===== src/rtl/point_cal_pkg.sv =====
// Shared constants and the result-entry payload for the point_cal scheduler.
package point_cal_pkg;

  localparam int unsigned CAL_LAT_DEF = 5;
  localparam int unsigned WIDTH_DEF   = 10;
  localparam int unsigned ID_W_DEF    = 1;

  // One buffered datapath result tagged with the requester that issued it.
  typedef struct packed {
    logic [ID_W_DEF-1:0]     id;
    logic [4*WIDTH_DEF-1:0]  xi;
    logic [4*WIDTH_DEF-1:0]  yi;
    logic [4*WIDTH_DEF-1:0]  xo;
    logic [4*WIDTH_DEF-1:0]  yo;
  } entry_t;

endpackage


===== src/rtl/pcs_result_fifo.sv =====
// Synchronous result FIFO for point_cal_sched.
// Ports: clk/rst_n (async active-low), push/push_data write side,
// pop read side (ignored when empty), head = oldest entry,
// full/empty/count status. A push into a full FIFO is accepted only
// when a pop frees the slot in the same cycle; otherwise it is dropped.
module pcs_result_fifo
  import point_cal_pkg::*;
#(
  parameter type         data_t = entry_t,
  parameter int unsigned DEPTH  = 4,
  localparam int unsigned CNT_W = $clog2(DEPTH + 1)
) (
  input  logic             clk,
  input  logic             rst_n,
  input  logic             push,
  input  data_t            push_data,
  input  logic             pop,
  output data_t            head,
  output logic             full,
  output logic             empty,
  output logic [CNT_W-1:0] count
);

  localparam int unsigned PTR_W = (DEPTH > 1) ? $clog2(DEPTH) : 1;

  data_t             mem [DEPTH];
  logic [PTR_W-1:0]  wr_ptr;
  logic [PTR_W-1:0]  rd_ptr;
  logic              do_push;
  logic              do_pop;
  logic [CNT_W-1:0]  count_nxt;

  assign full  = (count == CNT_W'(DEPTH));
  assign empty = (count == '0);
  assign head  = mem[rd_ptr];

  // Accept/remove decisions and the next occupancy.
  always_comb begin
    do_pop    = pop && !empty;
    do_push   = push && (!full || do_pop);
    count_nxt = count;
    case ({do_push, do_pop})
      2'b10:   count_nxt = count + CNT_W'(1);
      2'b01:   count_nxt = count - CNT_W'(1);
      default: count_nxt = count;
    endcase
  end

  // Storage, pointers (wrapping modulo DEPTH) and occupancy.
  always_ff @(posedge clk or negedge rst_n) begin
    if (!rst_n) begin
      wr_ptr <= '0;
      rd_ptr <= '0;
      count  <= '0;
      for (int unsigned i = 0; i < DEPTH; i++) begin
        mem[i] <= '0;
      end
    end else begin
      count <= count_nxt;
      if (do_push) begin
        mem[wr_ptr] <= push_data;
        wr_ptr      <= (wr_ptr == PTR_W'(DEPTH - 1)) ? '0 : wr_ptr + PTR_W'(1);
      end
      if (do_pop) begin
        rd_ptr <= (rd_ptr == PTR_W'(DEPTH - 1)) ? '0 : rd_ptr + PTR_W'(1);
      end
    end
  end

endmodule


===== src/rtl/point_cal_sched.sv =====
// Shares one fixed-latency point_cal datapath among NREQ requesters.
// Ports: clk, rst_n (async active-low);
//   req_valid/req_ready + packed req_xc/yc/xb/yb : round-robin request side
//   cal_xc/yc/xb/yb : registered datapath operands
//   cal_xi/yi/xo/yo : datapath results, valid CAL_LAT edges after an operand load
//   out_valid/out_ready/out_id/out_xi..yo : buffered result stream
//   busy : work in flight or buffered; err_ovf : sticky result-drop flag
// Issue is credit-gated against FIFO_DEPTH so the non-stallable datapath
// can never deliver a result the FIFO cannot hold.
module point_cal_sched
  import point_cal_pkg::*;
#(
  parameter int unsigned WIDTH      = WIDTH_DEF,
  parameter int unsigned NREQ       = 2,
  parameter int unsigned CAL_LAT    = CAL_LAT_DEF,
  parameter int unsigned FIFO_DEPTH = 4,
  localparam int unsigned ID_W      = (NREQ > 1) ? $clog2(NREQ) : 1
) (
  input  logic                  clk,
  input  logic                  rst_n,
  input  logic [NREQ-1:0]       req_valid,
  output logic [NREQ-1:0]       req_ready,
  input  logic [NREQ*WIDTH-1:0] req_xc,
  input  logic [NREQ*WIDTH-1:0] req_yc,
  input  logic [NREQ*WIDTH-1:0] req_xb,
  input  logic [NREQ*WIDTH-1:0] req_yb,
  output logic [WIDTH-1:0]      cal_xc,
  output logic [WIDTH-1:0]      cal_yc,
  output logic [WIDTH-1:0]      cal_xb,
  output logic [WIDTH-1:0]      cal_yb,
  input  logic [4*WIDTH-1:0]    cal_xi,
  input  logic [4*WIDTH-1:0]    cal_yi,
  input  logic [4*WIDTH-1:0]    cal_xo,
  input  logic [4*WIDTH-1:0]    cal_yo,
  output logic                  out_valid,
  input  logic                  out_ready,
  output logic [ID_W-1:0]       out_id,
  output logic [4*WIDTH-1:0]    out_xi,
  output logic [4*WIDTH-1:0]    out_yi,
  output logic [4*WIDTH-1:0]    out_xo,
  output logic [4*WIDTH-1:0]    out_yo,
  output logic                  busy,
  output logic                  err_ovf
);

  localparam int unsigned CNT_W = $clog2(FIFO_DEPTH + 1);
  localparam int unsigned SUM_W = CNT_W + 1;

  typedef struct packed {
    logic [ID_W-1:0]    id;
    logic [4*WIDTH-1:0] xi;
    logic [4*WIDTH-1:0] yi;
    logic [4*WIDTH-1:0] xo;
    logic [4*WIDTH-1:0] yo;
  } res_t;

  logic [ID_W-1:0]              rr_ptr;
  logic [CNT_W-1:0]             inflight;
  logic [CNT_W-1:0]             fifo_count;
  logic                         fifo_full;
  logic                         fifo_empty;
  res_t                         fifo_head;
  res_t                         push_data;
  logic                         issue_ok;
  logic                         found;
  logic [ID_W-1:0]              grant_id;
  int unsigned                  scan_idx;
  logic                         xfer;
  logic                         capture;
  logic                         pop;
  logic [WIDTH-1:0]             sel_xc;
  logic [WIDTH-1:0]             sel_yc;
  logic [WIDTH-1:0]             sel_xb;
  logic [WIDTH-1:0]             sel_yb;
  // Stage 0 is aligned with the cal_* load; stage CAL_LAT marks the cycle
  // in which cal_xi..yo hold that operation's result.
  logic [CAL_LAT:0]             tag_v;
  logic [CAL_LAT:0][ID_W-1:0]   tag_id;

  // Credit from registered counts only; a same-cycle pop frees nothing yet.
  assign issue_ok = (SUM_W'(fifo_count) + SUM_W'(inflight)) < SUM_W'(FIFO_DEPTH);

  // Round-robin search from rr_ptr, operand select and grant.
  always_comb begin
    found    = 1'b0;
    grant_id = '0;
    scan_idx = 0;
    sel_xc   = '0;
    sel_yc   = '0;
    sel_xb   = '0;
    sel_yb   = '0;
    req_ready = '0;
    for (int unsigned k = 0; k < NREQ; k++) begin
      scan_idx = 32'(rr_ptr) + k;
      if (scan_idx >= NREQ) begin
        scan_idx = scan_idx - NREQ;
      end
      if (!found && req_valid[ID_W'(scan_idx)]) begin
        found    = 1'b1;
        grant_id = ID_W'(scan_idx);
      end
    end
    for (int unsigned i = 0; i < NREQ; i++) begin
      if (grant_id == ID_W'(i)) begin
        sel_xc = req_xc[i*WIDTH +: WIDTH];
        sel_yc = req_yc[i*WIDTH +: WIDTH];
        sel_xb = req_xb[i*WIDTH +: WIDTH];
        sel_yb = req_yb[i*WIDTH +: WIDTH];
      end
    end
    // No grant while reset is asserted: nothing could be registered anyway.
    if (rst_n && issue_ok && found) begin
      req_ready[grant_id] = 1'b1;
    end
  end

  assign xfer    = |(req_valid & req_ready);
  assign capture = tag_v[CAL_LAT];
  assign pop     = out_valid && out_ready;

  always_comb begin
    push_data    = '0;
    push_data.id = tag_id[CAL_LAT];
    push_data.xi = cal_xi;
    push_data.yi = cal_yi;
    push_data.xo = cal_xo;
    push_data.yo = cal_yo;
  end

  // Operand registers, RR pointer and tag pipe.
  always_ff @(posedge clk or negedge rst_n) begin
    if (!rst_n) begin
      cal_xc <= '0;
      cal_yc <= '0;
      cal_xb <= '0;
      cal_yb <= '0;
      rr_ptr <= '0;
      tag_v  <= '0;
      tag_id <= '0;
    end else begin
      tag_v  <= {tag_v[CAL_LAT-1:0], xfer};
      tag_id <= {tag_id[CAL_LAT-1:0], grant_id};
      if (xfer) begin
        cal_xc <= sel_xc;
        cal_yc <= sel_yc;
        cal_xb <= sel_xb;
        cal_yb <= sel_yb;
        rr_ptr <= (grant_id == ID_W'(NREQ - 1)) ? '0 : grant_id + ID_W'(1);
      end
    end
  end

  // Operations issued but not yet captured, plus the sticky drop flag.
  always_ff @(posedge clk or negedge rst_n) begin
    if (!rst_n) begin
      inflight <= '0;
      err_ovf  <= 1'b0;
    end else begin
      case ({xfer, capture})
        2'b10:   inflight <= inflight + CNT_W'(1);
        2'b01:   inflight <= inflight - CNT_W'(1);
        default: inflight <= inflight;
      endcase
      if (capture && fifo_full && !pop) begin
        err_ovf <= 1'b1;
      end
    end
  end

  pcs_result_fifo #(
    .data_t (res_t),
    .DEPTH  (FIFO_DEPTH)
  ) u_fifo (
    .clk       (clk),
    .rst_n     (rst_n),
    .push      (capture),
    .push_data (push_data),
    .pop       (pop),
    .head      (fifo_head),
    .full      (fifo_full),
    .empty     (fifo_empty),
    .count     (fifo_count)
  );

  assign out_valid = !fifo_empty;
  assign out_id    = fifo_head.id;
  assign out_xi    = fifo_head.xi;
  assign out_yi    = fifo_head.yi;
  assign out_xo    = fifo_head.xo;
  assign out_yo    = fifo_head.yo;
  assign busy      = (inflight != '0) || !fifo_empty;

endmodule


===== config.mk =====
export PLATFORM = sky130hd
export DESIGN_NAME = point_cal_sched
export DESIGN_NICKNAME = d
export VERILOG_FILES = /design/src/rtl/point_cal_pkg.sv /design/src/rtl/pcs_result_fifo.sv /design/src/rtl/point_cal_sched.sv
export SDC_FILE = /design/constraint.sdc
export NUM_CORES = 1
export LEC_CHECK = 0
export BUFFER_PORTS_ARGS = -buffer_cell sky130_fd_sc_hd__clkbuf_2
export CORE_MARGIN = 2
export CORE_UTILIZATION = 23
export CTS_BUF_LIST = sky130_fd_sc_hd__clkbuf_8
export CTS_CLUSTER_DIAMETER = 150
export CTS_CLUSTER_SIZE = 16
export DETAILED_ROUTE_END_ITERATION = 10
export PLACE_DENSITY = 0.49
export SETUP_SLACK_MARGIN = 0.3
export SLEW_MARGIN = 20
export SYNTH_ARGS = -nofsm -noshare
export SYNTH_HDL_FRONTEND = slang
export SYNTH_HIERARCHICAL = 1
export SYNTH_SLANG_ARGS = --single-unit
export TNS_END_PERCENT = 10

===== constraint.sdc =====
create_clock -name clk -period 2.55 [get_ports clk]
set_input_delay 0.51 -clock clk [delete_from_list [all_inputs] [get_ports clk]]
set_output_delay 0.51 -clock clk [all_outputs]
set_load 0.005 [all_outputs]

==> impl_metrics.py <==
metrics = {
    "timing": {
        "worstMarginPinSlew_ps": 816,
        "clock_skew_ps": 45.5,
        "achievable-frequency_mhz": 351,
        "final.min_clock_period_ps": 2850,
        "setup_viol": 164,
        "count_of_final_hold_check_violations": 0,
        "finalCritPeriodShare_pct": 112,
        "setup_slack_ps": -301,
        "timing_max_transition_violations_final": 0,
        "rsz0062_at_grt": "yes",
        "max_slew_margin_pct": 45.6,
    },
    "clocking": {
        "clock_path_buffers": 3,
        "cts_htree_levels": 2,
        "worst_setup_hold_path_clk_slew_ps": 110,
        "clk_root_buffer_cell": "clkbuf_8",
        "tritoncts": "done",
        "worst_skew_late_latency_ps": 730,
        "tritoncts_num_sinks": 708,
        "tritoncts_buffers": 51,
    },
    "finish": {
        "stdcell_count": 4360,
        "layout_cell_share_with_drive_strength_beyond_1_pct": 55.7,
        "final_net_count": 2840,
        "final_core_util_pct": 29.7,
        "area.growth.synth_to_final_pct": 27.9,
    },
    "floorplanning": {
        "chipHeight_um": 371,
        "design.portCount": 451,
        "total_number_of_placement_rows": 134,
        "die_w_um": 371,
        "initial_utilization_pct": 23.2,
        "fp.dieArea_um2": 138000,
        "design.core.area_um2": 134000,
    },
    "global_route": {
        "met3_usage_pct": 3.03,
        "antenna_found_initial": 10,
        "first_pass_grt_wire_length_um": 128000,
        "grt_busiest_layer": "met2",
        "grt_max_degree": 148,
        "use_met2_pct": 18.9,
        "globalRouteTotalUtil_pct": 11.9,
        "overflow_left_after_global_routing": 0,
        "via_count_of_the_first_global_routing_pass": 20476,
        "met1_global_route_usage_pct": 16.3,
    },
    "setup_path": {
        "critPathMaxStageDelay_ps": 550,
        "end_kind": "output pin",
        "timing_worst_setup_path_type": "register to output pin",
        "worst_ep_arrival_time_ps": 2340,
        "slowest_stage": "mux4_2",
        "worst_path_most_repeated_cell": "buf_12",
        "critical_path.startpoint_type": "register",
        "crit_required_ps": 2040,
        "crit_family": "buffers and inverters",
        "worst-path-max-fanout": 6,
        "cp.buffers_inverters": 4,
        "cp_cell_sequence": "buf_12, buf_12, buf_12, mux4_2, clkbuf_2",
    },
    "placement": {
        "place.detailed.instances": 4043,
        "gp_congestion": 0.713,
        "i_o_buffers": 450,
        "dp_hpwl_um": 54200,
    },
    "drt": {
        "route.vias.total": 18974,
        "antenna_violating_nets_post_route": 0,
        "detail_route.drc_violations": 0,
        "drt-initial-drc-count": 872,
        "vias_per_cell": 4.35,
        "drt-total-wl_um": 83800,
        "detail_route.first_pass.iterations": 5,
        "wire_per_inst_um": 19.2,
    },
    "synth": {
        "synth_area_um2": 31000,
        "yosys-top-cells-area": "dfrtp_1 57%, mux2_2 24%, mux4_2 12%, a31oi_1 1.6%, buf_6 1.5%",
        "ys_async_sr_fraction_pct": 100,
        "ys_warn_count": 6,
        "syn-mean-instance-area_um2": 16.5,
        "synth-main-ff-cell": "dfrtp_1",
        "yosys.area.top_type": "dfrtp_1",
        "synthesized_flop_and_latch_total": 708,
        "yosys.cell_count.top_type": "dfrtp_1",
        "synth_edf_count": 0,
        "ys_top_cells_by_count": "708 x dfrtp_1, 648 x mux2_2, 161 x mux4_2",
        "postSynthNetCount": 2134,
        "yosysUniqueCellTypes": 32,
        "gate_count_after_technology_mapping": 1878,
        "synth_sequential_area_ratio_pct": 57.1,
        "post-synth-top-area-fraction_pct": 57.1,
    },
    "power": {
        "power.density_nw_per_um2": 1190,
        "worst_ir_drop_vdd_v": 0.000588,
        "static-leakage-power_nw": 16.2,
    },
    "outcome": {
        "status": "complete, but fails checks",
        "violations": "setup timing",
    },
    "run": {
        "number_of_max_cap_violations": 0,
    },
    "hold_path": {
        "hold_class": "primary input to register",
    },
}
[metal layers]
layer	vias to the layer above	share of wire (%)
li1	8394	-
met5	-	0.079
met1	10042	46
met2	417	46
met3	111	5.7
met4	10	2.1
[cells in the final DEF, fill, tap and decap left out, types with 3 or more instances in the layout]
cell type,netlist,final
buf_12,0,37
ha_1,9,6
mux4_2,161,161
nor2_1,6,6
buf_6,40,11
clkbuf_2,0,430
nand3b_1,40,40
dlygate4sd3_1,0,240
nand2_1,5,5
diode_2,0,3
clkbuf_16,0,4
xor2_1,4,4
dfrtp_1,708,702
buf_8,0,6
a31oi_1,80,80
mux2_2,648,646
dfrtp_2,0,4
inv_1,12,12
o21ai_0,40,40
buf_4,4,29
mux2_4,1,3
clkbuf_8,0,54
buf_2,53,15
nor2_4,0,4
buf_16,0,18
[registers in the layout (all words and copies together), names as in the netlist]
| name | flops |
|---|---|
| err_ovf | 1 |
| cal_yb | 10 |
| inflight | 3 |
| u_fifo/count | 3 |
| cal_xc | 10 |
| tag_v | 6 |
| cal_xb | 10 |
| tag_id | 5 |
| push_data | 1 |
| u_fifo/mem | 644 |
| rr_ptr | 1 |
| u_fifo/rd_ptr | 2 |
| u_fifo/wr_ptr | 2 |
| cal_yc | 10 |
[final timing paths]
kind	from	to	slack, ps	cells after the start
worst max register to register	u_fifo/count[2]	u_fifo/count[2]	200	10
worst min register to register	tag_id[1]	tag_id[2]	330	0
min in group asynchronous	rst_n	u_fifo/mem[100]	640	3
worst max-delay path	u_fifo/rd_ptr[0]	out_yo[8]	-300	5
max in group asynchronous	rst_n	u_fifo/mem[25]	740	4
worst min-delay path	cal_yi[3]	u_fifo/mem[244]	130	2
[power breakdown]
group | switching, mW | internal [mW]
registers | 2.75 | 17.0
logic | 8.80 | 12.9
clock network | 3.82 | 2.06
total | 15.4 | 31.9
[stage by stage]
step,setup slack [ps],hold WS (ps),total power [mW],instance area (um2),setup TNS (ps)
after floorplan,222,214,32.5,31100,0
after global placement,177,333,40.6,35900,0
after detailed placement,164,335,40.9,35900,0
after CTS,-464,11.4,47.7,39300,-65210
after global routing,-471,41.8,50.8,39700,-68450
final,-301,131,47.3,39700,-37170
[layout make-up]
type,instances,area (um2)
Antenna cell,3,7.51
Clock buffer,52,716
Clock inverter,6,93.8
Fill cell,13383,94000
Inverter,13,48.8
Multi-Input combinational cell,1018,12400
Sequential cell,708,17700
Tap cell,1768,2210
Timing Repair Buffer,792,6420
[timing repair]
action	in CTS	in global routing
pin swaps	0	2
gates cloned	1	4
hold buffers	240	0
hold endpoints to repair	741	0
endpoints found under the setup margin	325	658
resized for setup	28	63
buffers inserted	4	7
[cells by family (layout without fill, tap and decap cells)]
kind of cell	after synthesis	after routing	synth area share, %
buf+inv	152	863	3.07
fa+ha+maj	11	11	0.492
mux	812	812	35.3
compound gates	121	121	2.28
other cells	0	3	0
flops	708	708	57.1
xor+xnor	6	6	0.169
simple gates	68	68	1.56
Power figures use the tool's default switching activity.
